## src/rtl/alu_issue_stage_if.sv

```systemverilog
// Handshake and operand bundle between the issue driver and alu_issue_stage.
// The master side feeds requests and accepts issued ops; the slave side is the stage itself.
interface alu_issue_stage_if #(
  parameter int unsigned DATA_W = 32,
  parameter int unsigned CNT_W  = 16
);
  logic              in_valid;
  logic              in_ready;
  logic [1:0]        in_alu_op;
  logic [2:0]        in_funct3;
  logic [6:0]        in_funct7;
  logic [DATA_W-1:0] in_a;
  logic [DATA_W-1:0] in_b;
  logic              out_valid;
  logic              out_ready;
  logic [3:0]        out_operation;
  logic [DATA_W-1:0] out_a;
  logic [DATA_W-1:0] out_b;
  logic              out_illegal;
  logic [CNT_W-1:0]  illegal_cnt;

  modport master (
    output in_valid, in_alu_op, in_funct3, in_funct7, in_a, in_b, out_ready,
    input  in_ready, out_valid, out_operation, out_a, out_b, out_illegal, illegal_cnt
  );

  modport slave (
    input  in_valid, in_alu_op, in_funct3, in_funct7, in_a, in_b, out_ready,
    output in_ready, out_valid, out_operation, out_a, out_b, out_illegal, illegal_cnt
  );
endinterface

```

## src/rtl/alu_issue_stage.sv

```systemverilog
// ALU issue stage: decodes ALUOp/funct3/funct7 and issues through a 2-entry skid buffer.
// Optional ALU_ISSUE_SHAMT_MASK_EN: clears B[DATA_W-1:5] for SLL/SRL/SRA.
module alu_issue_stage #(
  parameter int unsigned DATA_W = 32,
  parameter int unsigned CNT_W  = 16
) (
  input logic               clk,
  input logic               rst_n,
  alu_issue_stage_if.slave  bus_io
);

  localparam logic [3:0] OpAnd = 4'b0000;
  localparam logic [3:0] OpOr  = 4'b0001;
  localparam logic [3:0] OpAdd = 4'b0010;
  localparam logic [3:0] OpXor = 4'b0011;
  localparam logic [3:0] OpSll = 4'b0100;
  localparam logic [3:0] OpSub = 4'b0110;
  localparam logic [3:0] OpMul = 4'b0111;
  localparam logic [3:0] OpEq  = 4'b1000;
  localparam logic [3:0] OpNe  = 4'b1001;
  localparam logic [3:0] OpLt  = 4'b1010;
  localparam logic [3:0] OpGe  = 4'b1011;
  localparam logic [3:0] OpSrl = 4'b1100;
  localparam logic [3:0] OpIll = 4'b1101;
  localparam logic [3:0] OpSra = 4'b1110;
  localparam logic [3:0] OpDiv = 4'b1111;

  typedef struct packed {
    logic              ill;
    logic [3:0]        op;
    logic [DATA_W-1:0] a;
    logic [DATA_W-1:0] b;
  } entry_t;

  logic [3:0]       dec_op;
  logic [DATA_W-1:0] dec_b;
  entry_t           in_entry;
  entry_t           out_q, out_d, skid_q, skid_d;
  logic             out_valid_q, out_valid_d, skid_valid_q, skid_valid_d;
  logic [CNT_W-1:0] cnt_q, cnt_d;
  logic             accept, out_free;

  always_comb begin
    dec_op = OpIll;
    unique case (bus_io.in_alu_op)
      2'b00: dec_op = OpAdd;
      2'b01: begin
        case (bus_io.in_funct3)
          3'b000:  dec_op = OpEq;
          3'b001:  dec_op = OpNe;
          3'b100:  dec_op = OpLt;
          3'b101:  dec_op = OpGe;
          default: dec_op = OpIll;
        endcase
      end
      2'b10: begin
        if (bus_io.in_funct7 == 7'b0000000) begin
          case (bus_io.in_funct3)
            3'b000:  dec_op = OpAdd;
            3'b001:  dec_op = OpSll;
            3'b100:  dec_op = OpXor;
            3'b101:  dec_op = OpSrl;
            3'b110:  dec_op = OpOr;
            3'b111:  dec_op = OpAnd;
            default: dec_op = OpIll;
          endcase
        end else if (bus_io.in_funct7 == 7'b0100000) begin
          case (bus_io.in_funct3)
            3'b000:  dec_op = OpSub;
            3'b101:  dec_op = OpSra;
            default: dec_op = OpIll;
          endcase
        end else if (bus_io.in_funct7 == 7'b0000001) begin
          case (bus_io.in_funct3)
            3'b000:  dec_op = OpMul;
            3'b100:  dec_op = OpDiv;
            default: dec_op = OpIll;
          endcase
        end
      end
      2'b11: begin
        case (bus_io.in_funct3)
          3'b000:  dec_op = OpAdd;
          3'b100:  dec_op = OpXor;
          3'b110:  dec_op = OpOr;
          3'b111:  dec_op = OpAnd;
          3'b001:  dec_op = (bus_io.in_funct7 == 7'b0000000) ? OpSll : OpIll;
          3'b101: begin
            if (bus_io.in_funct7 == 7'b0000000)      dec_op = OpSrl;
            else if (bus_io.in_funct7 == 7'b0100000) dec_op = OpSra;
            else                                     dec_op = OpIll;
          end
          default: dec_op = OpIll;
        endcase
      end
      default: dec_op = OpIll;
    endcase

    dec_b = bus_io.in_b;
`ifdef ALU_ISSUE_SHAMT_MASK_EN
    if (dec_op == OpSll || dec_op == OpSrl || dec_op == OpSra) dec_b[DATA_W-1:5] = '0;
`endif
    in_entry = '{ill: (dec_op == OpIll), op: dec_op, a: bus_io.in_a, b: dec_b};
  end

  // in_ready depends only on skid occupancy, so out_ready never reaches it combinationally.
  assign accept   = bus_io.in_valid && !skid_valid_q;
  assign out_free = !out_valid_q || bus_io.out_ready;

  always_comb begin
    out_d        = out_q;
    out_valid_d  = out_valid_q;
    skid_d       = skid_q;
    skid_valid_d = skid_valid_q;
    if (out_free) begin
      if (skid_valid_q) begin
        out_d        = skid_q;
        out_valid_d  = 1'b1;
        skid_valid_d = 1'b0;
      end else if (accept) begin
        out_d       = in_entry;
        out_valid_d = 1'b1;
      end else begin
        out_valid_d = 1'b0;
      end
    end else if (accept) begin
      skid_d       = in_entry;
      skid_valid_d = 1'b1;
    end

    cnt_d = cnt_q;
    if (accept && in_entry.ill && (cnt_q != {CNT_W{1'b1}})) cnt_d = cnt_q + 1'b1;
  end

  always_ff @(posedge clk) begin
    if (!rst_n) begin
      out_q        <= '0;
      out_valid_q  <= 1'b0;
      skid_q       <= '0;
      skid_valid_q <= 1'b0;
      cnt_q        <= '0;
    end else begin
      out_q        <= out_d;
      out_valid_q  <= out_valid_d;
      skid_q       <= skid_d;
      skid_valid_q <= skid_valid_d;
      cnt_q        <= cnt_d;
    end
  end

  assign bus_io.in_ready      = !skid_valid_q;
  assign bus_io.out_valid     = out_valid_q;
  assign bus_io.out_operation = out_q.op;
  assign bus_io.out_a         = out_q.a;
  assign bus_io.out_b         = out_q.b;
  assign bus_io.out_illegal   = out_q.ill;
  assign bus_io.illegal_cnt   = cnt_q;

endmodule
```

## src/flat_wrapper.sv

```systemverilog
// flat-port wrapper written by rule: the top's interface ports become plain ports
module alu_issue_stage_flat 
#(
  parameter int unsigned DATA_W = 32,
  parameter int unsigned CNT_W  = 16
)
  (clk, rst_n, bus_io_in_valid, bus_io_in_alu_op, bus_io_in_funct3, bus_io_in_funct7, bus_io_in_a, bus_io_in_b, bus_io_out_ready, bus_io_in_ready, bus_io_out_valid, bus_io_out_operation, bus_io_out_a, bus_io_out_b, bus_io_out_illegal, bus_io_illegal_cnt);
  alu_issue_stage_if #(.DATA_W(DATA_W), .CNT_W(CNT_W)) bus_io_i ();
  input logic clk;
  input logic rst_n;
  input wire logic [$bits(bus_io_i.in_valid)-1:0] bus_io_in_valid;
  input wire logic [$bits(bus_io_i.in_alu_op)-1:0] bus_io_in_alu_op;
  input wire logic [$bits(bus_io_i.in_funct3)-1:0] bus_io_in_funct3;
  input wire logic [$bits(bus_io_i.in_funct7)-1:0] bus_io_in_funct7;
  input wire logic [$bits(bus_io_i.in_a)-1:0] bus_io_in_a;
  input wire logic [$bits(bus_io_i.in_b)-1:0] bus_io_in_b;
  input wire logic [$bits(bus_io_i.out_ready)-1:0] bus_io_out_ready;
  output wire logic [$bits(bus_io_i.in_ready)-1:0] bus_io_in_ready;
  output wire logic [$bits(bus_io_i.out_valid)-1:0] bus_io_out_valid;
  output wire logic [$bits(bus_io_i.out_operation)-1:0] bus_io_out_operation;
  output wire logic [$bits(bus_io_i.out_a)-1:0] bus_io_out_a;
  output wire logic [$bits(bus_io_i.out_b)-1:0] bus_io_out_b;
  output wire logic [$bits(bus_io_i.out_illegal)-1:0] bus_io_out_illegal;
  output wire logic [$bits(bus_io_i.illegal_cnt)-1:0] bus_io_illegal_cnt;
  assign bus_io_i.in_valid = bus_io_in_valid;
  assign bus_io_i.in_alu_op = bus_io_in_alu_op;
  assign bus_io_i.in_funct3 = bus_io_in_funct3;
  assign bus_io_i.in_funct7 = bus_io_in_funct7;
  assign bus_io_i.in_a = bus_io_in_a;
  assign bus_io_i.in_b = bus_io_in_b;
  assign bus_io_i.out_ready = bus_io_out_ready;
  assign bus_io_in_ready = bus_io_i.in_ready;
  assign bus_io_out_valid = bus_io_i.out_valid;
  assign bus_io_out_operation = bus_io_i.out_operation;
  assign bus_io_out_a = bus_io_i.out_a;
  assign bus_io_out_b = bus_io_i.out_b;
  assign bus_io_out_illegal = bus_io_i.out_illegal;
  assign bus_io_illegal_cnt = bus_io_i.illegal_cnt;
  alu_issue_stage #(.DATA_W(DATA_W), .CNT_W(CNT_W)) u_core (.clk(clk), .rst_n(rst_n), .bus_io(bus_io_i));
endmodule
```

## config.mk

```make
export PLATFORM = sky130hd
export DESIGN_NAME = alu_issue_stage_flat
export DESIGN_NICKNAME = d
export VERILOG_FILES = /design/src/rtl/alu_issue_stage_if.sv /design/src/rtl/alu_issue_stage.sv /design/src/flat_wrapper.sv
export SDC_FILE = /design/constraint.sdc
export NUM_CORES = 1
export LEC_CHECK = 0
export ABC_AREA = 1
export BUFFER_PORTS_ARGS = -buffer_cell sky130_fd_sc_hd__buf_2
export CORE_ASPECT_RATIO = 1.5
export CORE_MARGIN = 5
export CORE_UTILIZATION = 45
export DETAILED_ROUTE_END_ITERATION = 6
export GPL_TIMING_DRIVEN = 0
export PLACE_DENSITY_LB_ADDON = 0.25
export RECOVER_POWER = 100
export SETUP_SLACK_MARGIN = 0.2
export SYNTH_ARGS = -nofsm -noshare
export SYNTH_HDL_FRONTEND = slang
export SYNTH_SLANG_ARGS = --single-unit
```

## constraint.sdc

```tcl
create_clock -name clk -period 4.6 [get_ports clk]
set_input_delay 0.92 -clock clk [delete_from_list [all_inputs] [get_ports clk]]
set_output_delay 0.92 -clock clk [all_outputs]
set_load 0.005 [all_outputs]
```

=== Word level (Yosys, flattened, before mapping) ===
Cells that the tools add are included.
Widths: inputs -> output; s select.

* Register bits: 156
* Input port bits: 80
* Output and inout port bits: 87
* Word-level logic and storage cells: 55

* Add/sub/neg operators: 1
* Equality and inequality tests: 12
* Mux-type cells: 16
* Bitwise logic cells: 2
* Reduce and logical (&&, ||, !) cells: 13

{| class="wikitable"
|+ Operators with widths
! operator !! count
|-
| $mux 69 || 2
|-
| $pmux 4 s6 || 2
|-
| $mux 4 || 5
|-
| $add 16x1->16 const B || 1
|-
| $ne 16x16->1 const B || 1
|-
| $pmux 4 s2 || 2
|-
| $pmux 4 s4 || 1
|-
| $eq 3x3->1 const B || 4
|-
| $pmux 3 s4 || 1
|-
| $eq 7x1->1 const B || 1
|-
| $eq 7x6->1 const B || 1
|-
| $logic_not 7->1 || 1
|-
| $eq 2x2->1 const B || 2
|-
| $eq 4x4->1 const B || 1
|-
| $reduce_and 2->1 || 2
|-
| $eq 3x1->1 const B || 1
|-
| $logic_and 1x1->1 || 3
|-
| $logic_not 3->1 || 1
|-
| $eq 2x1->1 const B || 1
|-
| $logic_not 1->1 || 2
|-
| $logic_not 2->1 || 1
|-
| $mux 1 || 2
|-
| $mux 2 || 1
|-
| $not 1->1 || 2
|-
| 3 further kinds || 3
|}

=== Logic depth before layout (Yosys ltp) ===
* Depth in word-level cells: 9
* Gate-level depth with buffers: 14
* Gate-level depth less buffers: 14

=== Worst setup path before layout ===
Ideal clock, no wire load.

* Kind: input port to flip-flop
* Start point: input port bus_io_in_funct7[1]
* End point: register u_core.cnt_q[13], in the netlist u_core.bus_io.illegal_cnt[13]
* Setup time: 0.138 ns
* Arrival time: 2.079 ns
* Required time: 4.462 ns
* Path slack: 2.383 ns
* Stages on the path: 12
* Buffers on the path: 1
* Path through: nor2_1 nand2_1 inv_1 nand3_1 nand2_1 a21oi_1 nand2_4 nor2_8 nand3_4 buf_12 nand2_2 a21oi_2

* Longest elaborated chain between the ends: 8
* Elaborated cells on any way between the ends: 14
* Those cells by class: eq/ne: 3; mux: 8; reduce/logical: 3

{| class="wikitable"
|+ Ends and longest elaborated chain
! element !! line !! source
|-
| from (decl) || flat_wrapper.sv:14 || <nowiki>input wire logic [$bits(bus_io_i.in_funct7)-1:0] bus_io_in_funct7;</nowiki>
|-
| $eq 7x6->1 / $eq 7x1->1 (equally long branches) || alu_issue_stage.sv:67, alu_issue_stage.sv:90, alu_issue_stage.sv:73 ||
|-
| $mux 2 / $mux 4 (equally long branches) || alu_issue_stage.sv:90, alu_issue_stage.sv:73 ||
|-
| $mux 4, on equally long branches || alu_issue_stage.sv:89, alu_issue_stage.sv:67 ||
|-
| $pmux 4 s6 / $mux 4 (equally long branches) || alu_issue_stage.sv:82, alu_issue_stage.sv:57 ||
|-
| $pmux 4 s4 (*) || alu_issue_stage.sv:45 || <nowiki>unique case (bus_io.in_alu_op)</nowiki>
|-
| $eq 4x4->1 (*) || alu_issue_stage.sv:103 || <nowiki>in_entry = '{ill: (dec_op == OpIll), op: dec_op, a: bus_io.in_a, b: dec_b};</nowiki>
|-
| $logic_and 1x1->1 (*) (2 in a row) || alu_issue_stage.sv:132 || <nowiki>if (accept && in_entry.ill && (cnt_q != {CNT_W{1'b1}})) cnt_d = cnt_q + 1'b1;</nowiki>
|-
| to (signal assigned) || alu_issue_stage.sv:147 || <nowiki>cnt_q <= cnt_d;</nowiki>
|-
| to (decl) || alu_issue_stage.sv:40 || <nowiki>logic [CNT_W-1:0] cnt_q, cnt_d;</nowiki>
|}

Every way passes the cells marked *; elsewhere a longest branch is shown, timed or not.
A chain may end at the register's enable or synchronous reset.

=== Worst setup path in the final report ===
* Start point: register u_core.skid_valid_q
* End point: register u_core.out_q, in the netlist u_core.bus_io.out_b[30]

* Longest elaborated chain between the ends: 4
* Elaborated cells on any way between the ends: 5
* Those cells by class: mux: 1; reduce/logical: 4

{| class="wikitable"
|+ Ends and longest elaborated chain
! element !! line !! source
|-
| from (decl) || alu_issue_stage.sv:39 || <nowiki>logic out_valid_q, out_valid_d, skid_valid_q, skid_valid_d;</nowiki>
|-
| from (signal assigned) || alu_issue_stage.sv:146 || <nowiki>skid_valid_q <= skid_valid_d;</nowiki>
|-
| $logic_not 1->1 || alu_issue_stage.sv:107 || <nowiki>assign accept = bus_io.in_valid && !skid_valid_q;</nowiki>
|-
| $logic_and 1x1->1 || alu_issue_stage.sv:107 ||
|-
| $reduce_bool 2->1 (no line) || - ||
|-
| $reduce_and 2->1 (no line) || - ||
|-
| to (signal assigned) || alu_issue_stage.sv:143 || <nowiki>out_q <= out_d;</nowiki>
|-
| to (decl) || alu_issue_stage.sv:38 || <nowiki>entry_t out_q, out_d, skid_q, skid_d;</nowiki>
|}

Several ways; a longest one is shown, not always the timed one.

==> impl_results.html <==
<table>
<tr><th>Metric</th><th>Value</th></tr>
<tr><th colspan="2">Run status</th></tr>
<tr><td>Status</td><td>complete, no violations</td></tr>
<tr><th colspan="2">Logic synthesis</th></tr>
<tr><td>Combinational family with the most area after synthesis</td><td>simple AND/OR/NAND/NOR gates</td></tr>
<tr><td>EDFF count, synth</td><td>0</td></tr>
<tr><td>Per-instance average area after synthesis</td><td>7.298 µm²</td></tr>
<tr><td>Most frequently used flop master after synthesis</td><td>sky130_fd_sc_hd__dfxtp_1</td></tr>
<tr><td>Async set-or-reset flop fraction in the synthesized netlist</td><td>0</td></tr>
<tr><td>Combined area of all synthesized cells</td><td>around 0.0067 mm²</td></tr>
<tr><td>Post-Synth Adder-Cell Area</td><td>0.001866</td></tr>
<tr><td>Mux share of post-synthesis cell area</td><td>0</td></tr>
<tr><td>Cell type with the highest aggregate area in the netlist</td><td>sky130_fd_sc_hd__dfxtp_1</td></tr>
<tr><td>Fraction of post-synthesis cell area in the top cell type by area</td><td>0.4657</td></tr>
<tr><td>Count of synthesis-stage warnings from yosys</td><td>0</td></tr>
<tr><td>Synth Area in Compound Gates</td><td>0.2002</td></tr>
<tr><td>Synthesized instance count</td><td>approximately 900</td></tr>
<tr><td>Library cells used by synthesis</td><td>30</td></tr>
<tr><td>Post-Syn Nets</td><td>1000</td></tr>
<tr><td>Number of flip-flops and latches in the synthesized netlist</td><td>about 160</td></tr>
<tr><td>Proportion of synthesized chip area in sequential cells</td><td>0.4657</td></tr>
<tr><td>XOR/XNOR Fraction of Synth Area</td><td>0.01567</td></tr>
<tr><td>Main area contributors after synthesis</td><td>sky130_fd_sc_hd__dfxtp_1 (47%), sky130_fd_sc_hd__nand2_1 (10%), sky130_fd_sc_hd__o21ai_0 (10%)</td></tr>
<tr><td>Basic-gate share of the synthesized area counting and, or, nand and nor cells</td><td>0.2541</td></tr>
<tr><th colspan="2">Floorplanning</th></tr>
<tr><td>Core Footprint</td><td>between 0.01 and 0.015 mm²</td></tr>
<tr><td>Vertical die dimension</td><td>roughly 160 µm</td></tr>
<tr><td>Number of ports placed on the die boundary</td><td>167</td></tr>
<tr><td>Number of placement rows</td><td>54</td></tr>
<tr><td>Effective utilization at floorplan</td><td>0.4595</td></tr>
<tr><td>Die footprint</td><td>~0.017 mm²</td></tr>
<tr><td>Width of the die</td><td>approximately 110 µm</td></tr>
<tr><th colspan="2">Min path</th></tr>
<tr><td>Depth of the worst hold-timing path</td><td>2</td></tr>
<tr><td>End of the worst hold path</td><td>u_core.bus_io.out_operation[3]</td></tr>
<tr><td>Kind of path behind the tightest hold check</td><td>reg2reg</td></tr>
<tr><td>Min-delay src</td><td>u_core.bus_io.out_operation[3]</td></tr>
<tr><th colspan="2">GRT</th></tr>
<tr><td>Global-route track usage on met2</td><td>0.3883</td></tr>
<tr><td>Overall fraction of global-route tracks in use</td><td>0.2203</td></tr>
<tr><td>Met1 Resource Use GR</td><td>0.2652</td></tr>
<tr><td>First-pass GRT wire length</td><td>between 30000 and 40000 µm</td></tr>
<tr><td>GRT Max-Usage Layer</td><td>met2</td></tr>
<tr><td>Met3 GRT Util</td><td>0.04584</td></tr>
<tr><td>Largest net degree at the start of global routing</td><td>17</td></tr>
<tr><td>Grt ovf</td><td>0</td></tr>
<tr><td>Vias in the first global route</td><td>6465</td></tr>
<tr><td>Initial antenna violation count</td><td>0</td></tr>
<tr><th colspan="2">STA</th></tr>
<tr><td>Setup repair after global routing missed its margin</td><td>no</td></tr>
<tr><td>Minimum clock period after layout</td><td>about 3000 ps</td></tr>
<tr><td>Final Hold Vio Count</td><td>0</td></tr>
<tr><td>Final-report max-slew violation count</td><td>0</td></tr>
<tr><td>Relative slew slack</td><td>0.5209</td></tr>
<tr><td>Final count of negative-setup-slack endpoints</td><td>0</td></tr>
<tr><td>Max frequency</td><td>328.2 MHz</td></tr>
<tr><td>Setup total negative slack</td><td>0 ps</td></tr>
<tr><td>Clock Skew</td><td>between 7 and 8 ps</td></tr>
<tr><td>Period utilisation layout</td><td>0.6623</td></tr>
<tr><td>Worst-case hold slack</td><td>around 470 ps</td></tr>
<tr><td>Tightest Pin Transition</td><td>just over 700 ps</td></tr>
<tr><th colspan="2">Route</th></tr>
<tr><td>Number of DRC markers after the initial detailed-route iteration</td><td>between 200 and 250</td></tr>
<tr><td>Detailed-routing iteration count for the pre-antenna-repair pass</td><td>4</td></tr>
<tr><td>WL/cell</td><td>roughly 14 µm</td></tr>
<tr><td>Number of DRC violations after detailed routing</td><td>0</td></tr>
<tr><td>Post-detailed-route count of antenna-violating nets</td><td>0</td></tr>
<tr><td>Drt via density</td><td>5.030</td></tr>
<tr><td>Vias</td><td>between 6000 and 7000</td></tr>
<tr><td>WL final</td><td>18940 µm</td></tr>
<tr><th colspan="2">Clock network</th></tr>
<tr><td>Number of buffers inserted to repair setup after CTS</td><td>0</td></tr>
<tr><td>Clock Pin Slew Worst Setup and Hold Paths</td><td>around 70 ps</td></tr>
<tr><td>CTS tree</td><td>done</td></tr>
<tr><td>Hold Buf Count CTS</td><td>0</td></tr>
<tr><td>Maximum buffer depth of the clock tree</td><td>2</td></tr>
<tr><td>Htree depth</td><td>4</td></tr>
<tr><td>Number of sinks driven by the clock tree</td><td>~160</td></tr>
<tr><td>Clock Tree Root</td><td>sky130_fd_sc_hd__clkbuf_16</td></tr>
<tr><td>Number of gates given a new drive strength after cts</td><td>0</td></tr>
<tr><td>Cts bufs inserted</td><td>17</td></tr>
<tr><td>Clock Latency Late Sink</td><td>roughly 410 ps</td></tr>
<tr><th colspan="2">Setup path</th></tr>
<tr><td>R2R Path End</td><td>u_core.bus_io.out_b[30]</td></tr>
<tr><td>Critical register-to-register path startpoint</td><td>u_core.skid_valid_q</td></tr>
<tr><td>Worst setup path class</td><td>reg2reg</td></tr>
<tr><td>Number of cells traversed by the worst register-to-register path</td><td>7</td></tr>
<tr><td>Crit Path Max Fanout</td><td>10</td></tr>
<tr><td>Critical path launch point type</td><td>flip-flop</td></tr>
<tr><td>Crit end category</td><td>flip-flop</td></tr>
<tr><td>Setup slack of the worst register-to-register path</td><td>approximately 1600 ps</td></tr>
<tr><td>Data arrival, critical path</td><td>roughly 3400 ps</td></tr>
<tr><td>Required time at the endpoint of the critical path</td><td>a little under 5000 ps</td></tr>
<tr><th colspan="2">Cells and area</th></tr>
<tr><td>Final Net Count</td><td>1185</td></tr>
<tr><td>Most common cell after layout, fill and taps aside</td><td>sky130_fd_sc_hd__nand2_1</td></tr>
<tr><td>Area growth syn-to-layout</td><td>22.48%</td></tr>
<tr><td>Highest-count cells in the layout ignoring fill and taps</td><td>sky130_fd_sc_hd__nand2_1 (187), sky130_fd_sc_hd__nor2_1 (159), sky130_fd_sc_hd__dfxtp_1 (156)</td></tr>
<tr><td>Share of post-route cells with drive strength above 1</td><td>0.1629</td></tr>
<tr><td>Final antenna diode count</td><td>0</td></tr>
<tr><td>Post-layout util</td><td>0.5628</td></tr>
<tr><th colspan="2">Placement</th></tr>
<tr><td>Placed wire-length estimate</td><td>about 14000 µm</td></tr>
<tr><td>Gpl congestion</td><td>around 0.9</td></tr>
<tr><td>Number of port buffers</td><td>166</td></tr>
<tr><th colspan="2">Power</th></tr>
<tr><td>Largest voltage drop on the vdd net</td><td>between 0.2 and 0.25 mV</td></tr>
<tr><td>Pwr/cell area</td><td>approximately 390 mW/mm²</td></tr>
<tr><td>Static Leak</td><td>approximately 0.0034 µW</td></tr>
<tr><th colspan="2">Job</th></tr>
<tr><td>Reported max-cap violation count</td><td>0</td></tr>
</table>
==> worst max-delay path by stage <==
stage                                    from                            end  slack (ps)  cells after the start
after global placement       bus_io_out_ready              u_core.skid_q[57]        1980                      8
after global routing      u_core.skid_valid_q        u_core.bus_io.out_b[30]        1220                      7
after CTS                 u_core.skid_valid_q                bus_io_in_ready        1930                      4
after floorplan           bus_io_in_funct7[1]  u_core.bus_io.illegal_cnt[13]        2380                     12
after detailed placement     bus_io_out_ready              u_core.skid_q[53]        1990                      8
final                     u_core.skid_valid_q        u_core.bus_io.out_b[30]        1550                      7
==> final cells by class <==
class | instances | area (µm²)
clock buffers | 19 | 442.9
multi-input cells | 660 | 3112
clock inverters | 13 | 121.4
fillers | 1496 | 6380
well taps | 196 | 245.2
repair buffers | 166 | 774.5
flip-flops and latches | 156 | 3123
inverters | 40 | 150.1
plain buffers | 63 | 245.2
==> worst max-delay path, stage by stage (launching register included) <==
cell and delay (ps):
sky130_fd_sc_hd__dfxtp_1 310, sky130_fd_sc_hd__clkbuf_1 430, sky130_fd_sc_hd__inv_1 340, sky130_fd_sc_hd__a21oi_1 640, sky130_fd_sc_hd__clkbuf_1 470, sky130_fd_sc_hd__clkbuf_1 470
sky130_fd_sc_hd__o21ai_0 140, sky130_fd_sc_hd__a31oi_1 160
==> power breakdown <==
| part | internal, µW | switching, µW | leakage, µW |
|---|---|---|---|
| registers | 1430 | 38.5 | 0.00128 |
| logic | 134 | 216 | 0.00185 |
| clock network | 731 | 627 | 0.000280 |
| total | 2300 | 882 | 0.00341 |
==> logic make-up after synthesis <==
family / count (synthesis)
compound gates: 240
simple gates: 407
xor+xnor: 12
fa+ha+maj: 1
flops: 156
buf+inv: 103
==> cells in the mapped netlist, types with 2 or more instances <==
master and number:
sky130_fd_sc_hd__o21ai_1 2, sky130_fd_sc_hd__a21oi_1 22, sky130_fd_sc_hd__nand2_2 12, sky130_fd_sc_hd__nand3_1 13
sky130_fd_sc_hd__inv_1 34, sky130_fd_sc_hd__a21oi_2 11, sky130_fd_sc_hd__clkbuf_1 49, sky130_fd_sc_hd__xor2_1 9
sky130_fd_sc_hd__buf_2 7, sky130_fd_sc_hd__nor4_1 2, sky130_fd_sc_hd__buf_1 5, sky130_fd_sc_hd__nor2_1 158
sky130_fd_sc_hd__nor2_2 6, sky130_fd_sc_hd__dfxtp_1 156, sky130_fd_sc_hd__nand4_1 18, sky130_fd_sc_hd__nand2_4 3
sky130_fd_sc_hd__a31oi_1 64, sky130_fd_sc_hd__xnor2_1 3, sky130_fd_sc_hd__nor3_1 5, sky130_fd_sc_hd__inv_2 6
sky130_fd_sc_hd__nand2_1 187, sky130_fd_sc_hd__o21ai_0 139
==> state kept, by name (all words and copies together) (netlist names) <==
register                     flops
u_core.bus_io.out_valid          1
u_core.skid_valid_q              1
u_core.bus_io.out_a             32
u_core.bus_io.out_operation      4
u_core.bus_io.illegal_cnt       16
u_core.bus_io.out_b             32
u_core.bus_io.out_illegal        1
u_core.skid_q                   69
==> layer usage <==
| metal | share of wire | routed length [µm] |
|---|---|---|
| met1 | 0.42 | 8050 |
| met2 | 0.51 | 9597 |
| met3 | 0.052 | 986 |
| met4 | 0.016 | 309 |
| met5 | 0 | 0 |
==> per-stage QoR <==
stage,power (µW),setup WS (ps),cell area (µm²),instances
after floorplan,1698,2383,6706,919
after global placement,1857,1984,7782,1281
after detailed placement,1862,1990,7782,1281
after CTS,3215,1925,8347,1313
after global routing,3316,1221,8214,1313
final,3178,1554,8214,1313
(Power assumes the default switching activity.)
